File: src/rtl/mem_rr_arb_pkg.sv
`default_nettype none
// ============================================================================
//  Module      : mem_arb_pkg
//  Description : Shared state encoding, owner encoding and burst defaults for
//                the stim/check round-robin SRAM arbiter.
//  Revision    : 1.0 - initial release
// ============================================================================
package mem_arb_pkg;

  // Grant FSM state encoding
  localparam logic [1:0] IDLE  = 2'd0;
  localparam logic [1:0] STIM  = 2'd1;
  localparam logic [1:0] CHECK = 2'd2;

  // Encoding of the last_owner bit
  localparam logic OWNER_STIM  = 1'b0;
  localparam logic OWNER_CHECK = 1'b1;

  // Default number of back-to-back transfers one side may take under contention
  localparam int DEFAULT_MAX_BURST = 4;

  // Burst counter increment that sticks at its maximum instead of wrapping
  function automatic logic [7:0] sat_inc(input logic [7:0] v);
    return (v == 8'hFF) ? v : v + 8'd1;
  endfunction

endpackage
`default_nettype wire

File: src/rtl/mem_rr_arb_if.sv
`default_nettype none
// ============================================================================
//  Module      : mem_rr_arb_if
//  Description : Bundle of the three Avalon-MM style ports around the arbiter:
//                the shared SRAM master port, the stim read-only port and the
//                check write-only port. "master" is the arbiter's view,
//                "slave" is the view of the surrounding environment.
//  Revision    : 1.0 - initial release
// ============================================================================
interface mem_rr_arb_if #(
  parameter int ADDR_WIDTH = 20,
  parameter int DATA_WIDTH = 16,
  parameter int BE_WIDTH   = DATA_WIDTH / 8
);
  // Shared SRAM port
  logic [ADDR_WIDTH-1:0] mem_address;
  logic [BE_WIDTH-1:0]   mem_byteenable;
  logic                  mem_read;
  logic [DATA_WIDTH-1:0] mem_readdata;
  logic                  mem_write;
  logic [DATA_WIDTH-1:0] mem_writedata;
  logic                  mem_waitrequest;

  // Stimulus reader (read-only)
  logic [ADDR_WIDTH-1:0] stim_address;
  logic [BE_WIDTH-1:0]   stim_byteenable;
  logic                  stim_read;
  logic [DATA_WIDTH-1:0] stim_readdata;
  logic                  stim_waitrequest;

  // Result checker (write-only)
  logic [ADDR_WIDTH-1:0] check_address;
  logic [BE_WIDTH-1:0]   check_byteenable;
  logic                  check_write;
  logic [DATA_WIDTH-1:0] check_writedata;
  logic                  check_waitrequest;

  modport master (
    output mem_address, mem_byteenable, mem_read, mem_write, mem_writedata,
    input  mem_readdata, mem_waitrequest,
    input  stim_address, stim_byteenable, stim_read,
    output stim_readdata, stim_waitrequest,
    input  check_address, check_byteenable, check_write, check_writedata,
    output check_waitrequest
  );

  modport slave (
    input  mem_address, mem_byteenable, mem_read, mem_write, mem_writedata,
    output mem_readdata, mem_waitrequest,
    output stim_address, stim_byteenable, stim_read,
    input  stim_readdata, stim_waitrequest,
    output check_address, check_byteenable, check_write, check_writedata,
    input  check_waitrequest
  );

endinterface
`default_nettype wire

File: src/rtl/mem_rr_arb.sv
`default_nettype none
// ============================================================================
//  Module      : mem_rr_arb
//  Description : Fair, burst-limited arbiter sharing one SRAM Avalon-MM port
//                between the stim reader and the check writer. Ownership is
//                registered and held across waitrequest stalls; under
//                contention the owner yields after MAX_BURST transfers.
//  Revision    : 1.0 - initial release
// ============================================================================
module mem_rr_arb
  import mem_arb_pkg::*;
#(
  parameter int ADDR_WIDTH = 20,
  parameter int DATA_WIDTH = 16,
  parameter int BE_WIDTH   = DATA_WIDTH / 8,
  parameter int MAX_BURST  = DEFAULT_MAX_BURST
) (
  input  wire logic     clock,
  input  wire logic     reset_n,
  mem_rr_arb_if.master  bus
);

  localparam logic [7:0] MAX_BURST_C = 8'(MAX_BURST);

  logic [1:0] state, state_nxt;
  logic [7:0] burst_cnt, burst_cnt_nxt;
  logic       last_owner, last_owner_nxt;

  logic       own_req;
  logic       oth_req;
  logic [1:0] other_state;
  logic       owner_bit;
  logic [7:0] cnt_inc;

  logic [ADDR_WIDTH-1:0] addr_mux;
  logic [BE_WIDTH-1:0]   be_mux;
  logic [DATA_WIDTH-1:0] wdata;

  // Request view relative to the current owner (meaningless in IDLE)
  assign own_req     = (state == CHECK) ? bus.check_write : bus.stim_read;
  assign oth_req     = (state == CHECK) ? bus.stim_read   : bus.check_write;
  assign other_state = (state == CHECK) ? STIM : CHECK;
  assign owner_bit   = (state == CHECK) ? OWNER_CHECK : OWNER_STIM;
  assign cnt_inc     = sat_inc(burst_cnt);

  // State, burst counter and fairness bit registers
  always_ff @(posedge clock or negedge reset_n) begin
    if (!reset_n) begin
      state      <= IDLE;
      burst_cnt  <= 8'd0;
      last_owner <= OWNER_STIM;
    end else begin
      state      <= state_nxt;
      burst_cnt  <= burst_cnt_nxt;
      last_owner <= last_owner_nxt;
    end
  end

  // Grant decision: hold through stalls, yield after a burst or a dropped request
  always_comb begin
    state_nxt      = state;
    burst_cnt_nxt  = burst_cnt;
    last_owner_nxt = last_owner;
    case (state)
      IDLE: begin
        if (bus.stim_read && bus.check_write) begin
          state_nxt = (last_owner == OWNER_STIM) ? CHECK : STIM;
        end else if (bus.stim_read) begin
          state_nxt = STIM;
        end else if (bus.check_write) begin
          state_nxt = CHECK;
        end
      end
      STIM, CHECK: begin
        if (own_req && !bus.mem_waitrequest) begin
          // A transfer completes this cycle
          last_owner_nxt = owner_bit;
          if (oth_req && (!own_req || (cnt_inc >= MAX_BURST_C))) begin
            state_nxt     = other_state;
            burst_cnt_nxt = 8'd0;
          end else if (own_req) begin
            burst_cnt_nxt = cnt_inc;
          end else begin
            state_nxt     = IDLE;
            burst_cnt_nxt = 8'd0;
          end
        end else if (!own_req) begin
          // Request withdrawn without a transfer: hand over or go idle
          state_nxt     = oth_req ? other_state : IDLE;
          burst_cnt_nxt = 8'd0;
        end
        // own_req held with waitrequest: keep everything stable
      end
      default: begin
        state_nxt     = IDLE;
        burst_cnt_nxt = 8'd0;
      end
    endcase
  end

  // Master port mux and requester stalls, driven only by the registered owner
  always_comb begin
    addr_mux              = '0;
    be_mux                = '0;
    bus.mem_read          = 1'b0;
    bus.mem_write         = 1'b0;
    bus.stim_waitrequest  = 1'b1;
    bus.check_waitrequest = 1'b1;
    case (state)
      STIM: begin
        addr_mux             = bus.stim_address;
        be_mux               = bus.stim_byteenable;
        bus.mem_read         = bus.stim_read;
        bus.stim_waitrequest = bus.mem_waitrequest;
      end
      CHECK: begin
        addr_mux              = bus.check_address;
        be_mux                = bus.check_byteenable;
        bus.mem_write         = bus.check_write;
        bus.check_waitrequest = bus.mem_waitrequest;
      end
      default: begin
        addr_mux = '0;
        be_mux   = '0;
      end
    endcase
  end

  assign wdata              = bus.check_writedata;
  assign bus.mem_address    = addr_mux;
  assign bus.mem_byteenable = be_mux;
  assign bus.mem_writedata  = wdata;
  assign bus.stim_readdata  = bus.mem_readdata;

endmodule
`default_nettype wire

File: src/flat_wrapper.sv
// flat-port wrapper written by rule: the top's interface ports become plain ports
module mem_rr_arb_flat import mem_arb_pkg::*;
#(
  parameter int ADDR_WIDTH = 20,
  parameter int DATA_WIDTH = 16,
  parameter int BE_WIDTH   = DATA_WIDTH / 8,
  parameter int MAX_BURST  = DEFAULT_MAX_BURST
)
  (clock, reset_n, bus_mem_address, bus_mem_byteenable, bus_mem_read, bus_mem_write, bus_mem_writedata, bus_mem_readdata, bus_mem_waitrequest, bus_stim_address, bus_stim_byteenable, bus_stim_read, bus_stim_readdata, bus_stim_waitrequest, bus_check_address, bus_check_byteenable, bus_check_write, bus_check_writedata, bus_check_waitrequest);
  mem_rr_arb_if #(.ADDR_WIDTH(ADDR_WIDTH), .DATA_WIDTH(DATA_WIDTH), .BE_WIDTH(BE_WIDTH)) bus_i ();
  input  wire logic clock;
  input  wire logic reset_n;
  output wire logic [$bits(bus_i.mem_address)-1:0] bus_mem_address;
  output wire logic [$bits(bus_i.mem_byteenable)-1:0] bus_mem_byteenable;
  output wire logic [$bits(bus_i.mem_read)-1:0] bus_mem_read;
  output wire logic [$bits(bus_i.mem_write)-1:0] bus_mem_write;
  output wire logic [$bits(bus_i.mem_writedata)-1:0] bus_mem_writedata;
  input wire logic [$bits(bus_i.mem_readdata)-1:0] bus_mem_readdata;
  input wire logic [$bits(bus_i.mem_waitrequest)-1:0] bus_mem_waitrequest;
  input wire logic [$bits(bus_i.stim_address)-1:0] bus_stim_address;
  input wire logic [$bits(bus_i.stim_byteenable)-1:0] bus_stim_byteenable;
  input wire logic [$bits(bus_i.stim_read)-1:0] bus_stim_read;
  output wire logic [$bits(bus_i.stim_readdata)-1:0] bus_stim_readdata;
  output wire logic [$bits(bus_i.stim_waitrequest)-1:0] bus_stim_waitrequest;
  input wire logic [$bits(bus_i.check_address)-1:0] bus_check_address;
  input wire logic [$bits(bus_i.check_byteenable)-1:0] bus_check_byteenable;
  input wire logic [$bits(bus_i.check_write)-1:0] bus_check_write;
  input wire logic [$bits(bus_i.check_writedata)-1:0] bus_check_writedata;
  output wire logic [$bits(bus_i.check_waitrequest)-1:0] bus_check_waitrequest;
  assign bus_mem_address = bus_i.mem_address;
  assign bus_mem_byteenable = bus_i.mem_byteenable;
  assign bus_mem_read = bus_i.mem_read;
  assign bus_mem_write = bus_i.mem_write;
  assign bus_mem_writedata = bus_i.mem_writedata;
  assign bus_i.mem_readdata = bus_mem_readdata;
  assign bus_i.mem_waitrequest = bus_mem_waitrequest;
  assign bus_i.stim_address = bus_stim_address;
  assign bus_i.stim_byteenable = bus_stim_byteenable;
  assign bus_i.stim_read = bus_stim_read;
  assign bus_stim_readdata = bus_i.stim_readdata;
  assign bus_stim_waitrequest = bus_i.stim_waitrequest;
  assign bus_i.check_address = bus_check_address;
  assign bus_i.check_byteenable = bus_check_byteenable;
  assign bus_i.check_write = bus_check_write;
  assign bus_i.check_writedata = bus_check_writedata;
  assign bus_check_waitrequest = bus_i.check_waitrequest;
  mem_rr_arb #(.ADDR_WIDTH(ADDR_WIDTH), .DATA_WIDTH(DATA_WIDTH), .BE_WIDTH(BE_WIDTH), .MAX_BURST(MAX_BURST)) u_core (.clock(clock), .reset_n(reset_n), .bus(bus_i));
endmodule
File: config.mk
export PLATFORM = sky130hd
export DESIGN_NAME = mem_rr_arb_flat
export DESIGN_NICKNAME = d
export VERILOG_FILES = /design/src/rtl/mem_rr_arb_pkg.sv /design/src/rtl/mem_rr_arb_if.sv /design/src/rtl/mem_rr_arb.sv /design/src/flat_wrapper.sv
export SDC_FILE = /design/constraint.sdc
export NUM_CORES = 1
export LEC_CHECK = 0
export BUFFER_PORTS_ARGS = -buffer_cell sky130_fd_sc_hd__buf_2
export CORE_MARGIN = 3
export CORE_UTILIZATION = 37
export CTS_CLUSTER_SIZE = 25
export DETAILED_ROUTE_END_ITERATION = 16
export PLACE_DENSITY_LB_ADDON = 0.3
export SLEW_MARGIN = 20
export SYNTH_ARGS = -nofsm -noshare
export SYNTH_HDL_FRONTEND = slang
export SYNTH_SLANG_ARGS = --single-unit
File: constraint.sdc
create_clock -name clock -period 3.2 [get_ports clock]
set_clock_uncertainty 0.15 [all_clocks]
set_input_delay 0.16 -clock clock [delete_from_list [all_inputs] [get_ports clock]]
set_output_delay 0.16 -clock clock [all_outputs]
set_load 0.1 [all_outputs]
==> reports/qor.txt <==
Full die area = 4750 um^2
Seq/Total Area, Yosys = 0.188
Worst setup path endpoint = u_core.state[1]
RSZ-0062 raised after global routing = no
Nets = 306
Largest net degree at the start of global routing = 24
Slew Limit Fails = 0
Post_cts resized = 0
I/O Pins = 139
Seq. cell area = 275 um^2
Core Area = 3740 um^2
Final WL = 4200 um
Startpoint Class = flop
Synth Warn # = 0
Diodes inserted = 0
Final ANT Viol Nets = 0
Yosys reg bits = 11
Drt drc = 0
Vert. Die Dim = 69.0 um
Placed cell area = 1620 um^2
Worst-skew pair later-pin latency = 0.24 ns
Htree depth = 1
Worst min path class = in -> async
Final hold viol count = 0
Initial antenna violation count = 0
Overall power = 1.80 mW
Drt wl/cell = 15.7 um
Clock buffer depth = 2
CTS buffer count = 3
Die X = 69.0 um
Total negative slack = 0 ns
Clock root buffer = clkbuf_8
1st-pass router iterations = 4
Critical path fanouts, max = 8
Critical Path Sink Type = flop
Sink Count = 11
Post-synth cell types = 43
R2R cell count = 8
Syn nets = 268
Total number of vias = 1409
Gr usage total = 0.165
Tmin final = 2.79 ns
Std cell rows = 22
Clk slew on worst S/H paths = 0.05 ns
Leak pwr = 0.820 nW
Final setup vio count = 0
Final Cell Area = 1680 um^2
Starting Density = 0.392
Vias in the first global route = 1209
TritonCTS clock tree = yes
Initial DRC count = 51
Synth area leaders = dfrtp_1, buf_4, a22o_1, ha_1, a21oi_1
Drt via density = 5.28
Layout cells sized above 1 = 0.402
Global-route wire length before repair = 5800 um
FMAX = 358 MHz
Status = finished, final reports clean
PortBufs = 74
Crit Reg-Reg Startpoint = u_core.state[0]
Max cap viols = 0
Pwr Density = 1080 nW/um^2
EDFF count, synth = 0
RR Endpoint = u_core.state[1]
VDD IR max = 0.313 mV
Fillers = 382
Worst Path Required = 3.17 ns
Slew headroom = 0.648
Cell taking the most area after synthesis = dfrtp_1
DP Worst Slack = 0.414 ns
Worst slew pin tran = 0.528 ns
Area Growth Syn to Fin = 14.3%
Area share of the largest cell type after synthesis = 0.188
Mapped Cells = 182
Multi-input logic area = 878 um^2
Critical path class = reg -> reg
RePlAce Congestion = 0.891
Syn Area/Cell = 8.06 um^2
Final worst setup slack = 0.405 ns
DP Wirelength = 3340 um
Synth async-reset ratio = 1.00
Final Cycle Share = 0.873
CP arrival = 2.77 ns
Global route overflow = 0
Slack of the worst reg-to-reg path = 0.41 ns
Mapped Area = 1470 um^2
Post-synth top flop = dfrtp_1
CP startpoint = u_core.state[0]
==> sequential cells by signal, indices dropped and copies added, names as in the netlist <==
register / flops
u_core.burst_cnt: 8
u_core.state: 2
u_core.last_owner: 1
==> layer usage <==
layer / up-vias / wire (um) / GRT usage / part of all wire
met5: - / 0 / 0 / 0
li1: 705 / - / - / -
met4: 0 / 69 / 0.0754 / 0.016
met2: 60 / 2060 / 0.281 / 0.49
met1: 635 / 1700 / 0.206 / 0.41
met3: 9 / 369 / 0.0211 / 0.088
==> metrics by stage <==
stage           util  instances  hold WS, ns
2_1_floorplan      -        182       -0.286
3_3_place_gp   0.433        262       -0.100
3_5_place_dp   0.433        262       -0.104
4_1_cts        0.448        267        0.167
5_1_grt        0.448        267        0.170
6_report       0.448        267        0.166
==> cell usage after synthesis, types with 2 or more instances <==
| cell | count |
|---|---|
| and3_1 | 3 |
| ha_1 | 5 |
| a21oi_1 | 12 |
| o31ai_1 | 2 |
| nand3b_1 | 2 |
| nand2b_1 | 7 |
| mux2_2 | 4 |
| buf_4 | 32 |
| nor3_1 | 5 |
| nor2_1 | 6 |
| a22o_1 | 22 |
| o21ai_0 | 3 |
| a31oi_1 | 3 |
| buf_2 | 4 |
| clkbuf_1 | 8 |
| nand3_1 | 5 |
| dfrtp_1 | 11 |
| inv_1 | 6 |
| mux2i_1 | 4 |
| a311o_1 | 2 |
| and2_1 | 3 |
| nand2_1 | 10 |
| nor2b_1 | 3 |
==> kinds of logic after synthesis <==
| kind of cell | count (synthesis) | synth area share |
|---|---|---|
| AOI/OAI and AO/OA | 57 | 0.304 |
| buffers and inverters | 50 | 0.213 |
| and+or+nand+nor | 50 | 0.189 |
| DFF | 11 | 0.188 |
| muxes | 8 | 0.0580 |
| adders and majority gates | 5 | 0.0427 |
| xor gates and xnor gates | 1 | 0.00597 |
==> layout by cell type (no fill, tap or decap), types with 4 or more instances in the layout <==
cell,netlist,routed
mux2i_1,4,4
dfrtp_1,11,11
nor2_1,6,6
nand3_1,5,5
ha_1,5,5
buf_2,4,74
nand2_1,10,10
a21oi_1,12,12
nor3_1,5,5
a22o_1,22,22
inv_1,6,6
nand2b_1,7,7
mux2_2,4,4
==> power by group <==
group	leakage, nW	internal (mW)	switching [mW]	total, mW
combinational	0.648	0.316	1.16	1.48
clock	0.0228	0.0878	0.0557	0.144
sequential	0.149	0.162	0.0227	0.185
total	0.820	0.566	1.24	1.80
==> how the worst min path moves through the flow <==
stage                     slack [ns]                   start                   end  cells after the start
after floorplan                -0.29                 reset_n   u_core.burst_cnt[0]                      0
after global placement         -0.10                 reset_n   u_core.burst_cnt[2]                      1
after detailed placement       -0.10                 reset_n   u_core.burst_cnt[2]                      1
after CTS                       0.17                 reset_n   u_core.burst_cnt[3]                      2
after global routing            0.17  bus_check_writedata[3]  bus_mem_writedata[3]                      0
final                           0.17                 reset_n   u_core.burst_cnt[3]                      2
==> repair_timing <==
| action | CTS | global route |
|---|---|---|
| buffers inserted | 0 | 0 |
| hold endpoints to repair | 11 | 0 |
| hold buffers | 1 | 0 |
==> worst max-delay path: stages (launching register included) <==
cell	delay, ns
dfrtp_1	0.40
inv_1	0.11
ha_1	0.34
mux2i_1	0.17
a311oi_1	0.30
o311ai_2	0.22
a21oi_1	0.41
o32a_1	0.26
mux2_2	0.34
==> final cells by class <==
type,instances,area share
clock buffers,4,0.0269
inverters,6,0.0134
multi-input cells,121,0.524
flip-flops and latches,11,0.164
well taps,48,0.0358
repair buffers,77,0.236
No activity file was read; power rests on OpenSTA's default activity.
